[src/rtl/uart_tx_tick.sv]
//------------------------------------------------------------------------------
// uart_tx_tick : byte-wide UART transmitter paced by an external bit-rate tick
// Revision     : 1.0
//------------------------------------------------------------------------------
`default_nettype none

module uart_tx_tick #(
   parameter int DATA_BITS  = 8,
   parameter int PARITY_EN  = 0,
   parameter int PARITY_ODD = 0,
   parameter int STOP_BITS  = 1
) (
   input  logic                 clk,
   input  logic                 rst_n,
   input  logic                 bit_tick,
   input  logic [DATA_BITS-1:0] tx_data,
   input  logic                 tx_valid,
   output logic                 tx_ready,
   output logic                 txd,
   output logic                 busy,
   output logic                 done
);

   localparam int              CNT_W       = $clog2(DATA_BITS) + 1;
   localparam logic [CNT_W-1:0] C_LAST_DATA = CNT_W'(DATA_BITS - 1);
   localparam logic [CNT_W-1:0] C_LAST_STOP = CNT_W'(STOP_BITS - 1);
   localparam logic [CNT_W-1:0] C_ONE       = CNT_W'(1);
   localparam logic            C_PAR_EN    = (PARITY_EN != 0);
   localparam logic            C_ODD       = (PARITY_ODD != 0);

   typedef enum logic [2:0] {
      S_IDLE   = 3'd0,
      S_SYNC   = 3'd1,
      S_START  = 3'd2,
      S_DATA   = 3'd3,
      S_PARITY = 3'd4,
      S_STOP   = 3'd5
   } state_t;

   state_t               state_q;
   logic [DATA_BITS-1:0] shift_q;
   logic [CNT_W-1:0]     cnt_q;
   logic                 parity_q;
   logic                 txd_q;
   logic                 ready_q;
   logic                 busy_q;
   logic                 done_q;
   logic                 accept_w;

   assign accept_w = tx_valid & ready_q;

   // cnt_q indexes data bits in DATA and is reused to count stop bits in STOP
   always_ff @(posedge clk or negedge rst_n) begin
      if (!rst_n) begin
         state_q  <= S_IDLE;
         shift_q  <= '0;
         cnt_q    <= '0;
         parity_q <= 1'b0;
         txd_q    <= 1'b1;
         ready_q  <= 1'b1;
         busy_q   <= 1'b0;
         done_q   <= 1'b0;
      end else begin
         done_q <= 1'b0;
         case (state_q)
            S_IDLE: begin
               if (accept_w) begin
                  shift_q  <= tx_data;
                  parity_q <= (^tx_data) ^ C_ODD;
                  ready_q  <= 1'b0;
                  busy_q   <= 1'b1;
                  if (bit_tick) begin
                     state_q <= S_START;
                     txd_q   <= 1'b0;
                  end else begin
                     state_q <= S_SYNC;
                  end
               end
            end
            S_SYNC: begin
               if (bit_tick) begin
                  state_q <= S_START;
                  txd_q   <= 1'b0;
               end
            end
            S_START: begin
               if (bit_tick) begin
                  state_q <= S_DATA;
                  txd_q   <= shift_q[0];
                  shift_q <= shift_q >> 1;
                  cnt_q   <= '0;
               end
            end
            S_DATA: begin
               if (bit_tick) begin
                  if (cnt_q == C_LAST_DATA) begin
                     if (C_PAR_EN) begin
                        state_q <= S_PARITY;
                        txd_q   <= parity_q;
                     end else begin
                        state_q <= S_STOP;
                        txd_q   <= 1'b1;
                        cnt_q   <= '0;
                     end
                  end else begin
                     txd_q   <= shift_q[0];
                     shift_q <= shift_q >> 1;
                     cnt_q   <= cnt_q + C_ONE;
                  end
               end
            end
            S_PARITY: begin
               if (bit_tick) begin
                  state_q <= S_STOP;
                  txd_q   <= 1'b1;
                  cnt_q   <= '0;
               end
            end
            S_STOP: begin
               if (bit_tick) begin
                  if (cnt_q == C_LAST_STOP) begin
                     state_q <= S_IDLE;
                     ready_q <= 1'b1;
                     busy_q  <= 1'b0;
                     done_q  <= 1'b1;
                  end else begin
                     cnt_q <= cnt_q + C_ONE;
                  end
               end
            end
            default: begin
               state_q <= S_IDLE;
               txd_q   <= 1'b1;
               ready_q <= 1'b1;
               busy_q  <= 1'b0;
            end
         endcase
      end
   end

   assign tx_ready = ready_q;
   assign txd      = txd_q;
   assign busy     = busy_q;
   assign done     = done_q;

endmodule

`default_nettype wire
[config.mk]
export PLATFORM = sky130hd
export DESIGN_NAME = uart_tx_tick
export DESIGN_NICKNAME = d
export VERILOG_FILES = /design/src/rtl/uart_tx_tick.sv
export SDC_FILE = /design/constraint.sdc
export NUM_CORES = 1
export LEC_CHECK = 0
export BUFFER_PORTS_ARGS = -buffer_cell sky130_fd_sc_hd__buf_4
export CAP_MARGIN = 20
export CORE_MARGIN = 2
export CORE_UTILIZATION = 40
export CTS_BUF_LIST = sky130_fd_sc_hd__clkbuf_4 sky130_fd_sc_hd__clkbuf_8 sky130_fd_sc_hd__clkbuf_16
export CTS_CLUSTER_SIZE = 24
export DETAILED_ROUTE_END_ITERATION = 16
export RECOVER_POWER = 25
export SLEW_MARGIN = 10
export SYNTH_ARGS = -nofsm -noshare
export SYNTH_HDL_FRONTEND = slang
export SYNTH_SLANG_ARGS = --single-unit
[constraint.sdc]
create_clock -name clk -period 1.6 [get_ports clk]
set_input_delay 0.16 -clock clk [delete_from_list [all_inputs] [get_ports clk]]
set_output_delay 0.16 -clock clk [all_outputs]
set_load 0.02 [all_outputs]
==> results.json <==
{
  "critPathArrivalTime_ns": 1.85,
  "path_clk_slew_ns": 0.13,
  "max_cap_viol_count": 0,
  "worst_slew_pin_slew_ns": 1.06,
  "fp.dieArea_sq_um": 3230,
  "powerDensity_nw_per_um2": 1070,
  "synthCells": 109,
  "synth_area_leaders": "dfrtp_1 (38%), mux2_2 (14%), dfstp_2 (4.7%)",
  "grt_pass1_vias": 955,
  "syn_area_sq_um": 1110,
  "grtUsageTotal_pct": 16.2,
  "routed_via_density": 5.60,
  "yosys_warnings": 0,
  "ant_nets": 0,
  "routedWlPerCell_um": 15.2,
  "max_freq_mhz": 609,
  "ys_types": 37,
  "cp_max_fo": 8,
  "fin_cells": 173,
  "ys_seq_elements": 19,
  "outcome": "finished with violations",
  "clk_latency_ns": 0.31,
  "cts_buffers": 3,
  "dp_hpwl_um": 1750,
  "core_area_sq_um": 2710,
  "dieHeight_um": 56.8,
  "syn-num-nets": 123,
  "setup.worst_path.end_class": "flop",
  "vias": 969,
  "rsz0062_at_grt": "yes",
  "synth_edf_count": 0,
  "hold_viol": 0,
  "relSlewSlack_pct": 29.1,
  "root_buffer": "clkbuf_4",
  "grt_max_degree": 20,
  "p_leak_nw": 0.699,
  "finalClockSkew_ns": 0.00967,
  "fin_area_sq_um": 1480,
  "start_util_pct": 41.1,
  "tritoncts": "built",
  "yosys.area.top_type_share_pct": 38.2,
  "ys_seq_area_share_pct": 42.9,
  "fin_setup_tns_ns": -0.217,
  "holdWs_ns": 0.102,
  "syn_to_final_growth_pct": 33.1,
  "io_pins": 16,
  "drive_gt1_share_pct": 45.8,
  "violations": "setup timing",
  "min-delay-path-class": "input port to flop",
  "htree_levels": 1,
  "post-place-cells": 161,
  "yosys.area.top_type": "dfrtp_1",
  "ys_async_sr_fraction_pct": 100,
  "drc_errors": 0,
  "crit_path_start_kind": "flop",
  "placed_area_sq_um": 1330,
  "drtPass1Iterations": 4,
  "cts.sinks": 19,
  "io_buffers": 15,
  "setup_violations": 10,
  "clockBufferDepth": 2,
  "grt_pass1_wl_um": 4080,
  "fillers": 252,
  "required_ns": 1.81,
  "wl_um": 2640,
  "die_w_um": 56.8,
  "gp_congestion": 0.815,
  "ir_drop_mv": 0.722,
  "drtIter0Drc": 32,
  "fin_crit_ns": 1.64,
  "synth_flop_cell": "dfrtp_1",
  "grt-ovfl-total": 0,
  "row_count": 19,
  "dpl_worst_slack_ns": -0.0971,
  "path_class": "flop to flop",
  "worst_slack_ns": -0.0425,
  "nets": 157,
  "fin_crit_sh_pct": 103,
  "antenna_cells": 0,
  "antenna_found_initial": 0,
  "final_max_slew_viol_count": 0,
  "syn_avg_cell_area_sq_um": 10.2
}
==> final timing paths <==
check / startpoint / end / slack (ns) / cells after the start
hold / removal: tx_data[7] / shift_q[7] / 0.10 / 3
setup / recovery: cnt_q[0] / shift_q[3] / -0.04 / 6
max in group asynchronous: rst_n / state_q[1] / 0.35 / 2
hold reg to reg: shift_q[4] / shift_q[4] / 0.52 / 1
min in group asynchronous: rst_n / state_q[2] / 0.54 / 2
setup reg to reg: cnt_q[0] / shift_q[3] / -0.04 / 6
==> per-stage QoR <==
| step | util (%) | power, W |
|---|---|---|
| detailed placement | 49.2 | 0.00119 |
| floorplan | - | 0.000999 |
| global placement | 49.2 | 0.00118 |
| CTS | 52.1 | 0.00151 |
| global route | 54.8 | 0.00170 |
| finish | 54.8 | 0.00159 |
==> registers in the layout (all words and copies together) (netlist names) <==
name      cells
shift_q       8
cnt_q         4
done          1
busy          1
state_q       3
tx_ready      1
txd           1
==> cell usage after synthesis, types with 3 or more instances <==
library cell and instances:
clkbuf_1 3, mux2_2 14, o21ai_0 4, inv_1 6
dfrtp_1 17, o22a_1 3, a31oi_1 3, nand3_1 5
a21oi_1 4, nand2_1 8, nor2_1 7
==> final cells by class <==
cell class	instances	area [sq um]	area share (%)
clock buffers	3	22.5	1.52
clock inverters	1	7.51	0.506
inverters	6	22.5	1.52
multi-input cells	77	619	41.7
flip-flops and latches	19	479	32.3
well taps	31	38.8	2.61
repair buffers	36	294	19.8
==> layer usage <==
layer,share of wire [%],track usage (%),wire [um]
met5,0,0,0
met4,2.1,8.31,56
met3,5.0,2.53,132
met2,51,28.1,1350
met1,42,19.2,1100
==> timing repair <==
action,4_1_cts,5_1_grt
endpoints found under the setup margin,10,12
hold buffers,1,0
endpoints found under the hold margin,19,0
resized for setup,3,11
pin swaps,2,5
buffers inserted,4,3
==> report_power, final <==
group | leakage (nW) | internal [W] | total, W | switching [W]
clock network | 0.0139 | 0.0000952 | 0.000263 | 0.000168
registers | 0.243 | 0.000589 | 0.000700 | 0.000112
logic | 0.442 | 0.000383 | 0.000629 | 0.000246
total | 0.699 | 0.00107 | 0.00159 | 0.000526
==> logic make-up (layout without fill, tap and decap cells) <==
family	count (synthesis)	in the layout	share of synthesized area (%)
AOI/OAI and AO/OA	27	27	17.8
and+or+nand+nor	33	33	16.2
DFF	19	19	42.9
muxes	14	14	14.1
buffers and inverters	13	46	5.95
adders and majority gates	2	2	2.24
xor gates and xnor gates	1	1	0.786
==> worst max-delay path, stage by stage (launching register included) <==
cell and delay (ns):
dfrtp_1 0.43, ha_1 0.23, nand3b_1 0.13, nand3_2 0.12
a21oi_4 0.18, buf_12 0.14, mux2_2 0.33
==> placed cells by master (no fill, tap or decap), types with 3 or more instances in the layout <==
cell      Yosys  routed
a21oi_1       4       4
nand3_1       5       4
nor2_1        7       7
mux2_4        0       4
mux2_2       14      10
clkbuf_4      0       3
o22a_1        3       3
dfrtp_1      17      16
inv_1         6       5
o21ai_0       4       3
nand2_1       8       7
buf_4         0      32
Power figures use the tool's default switching activity.
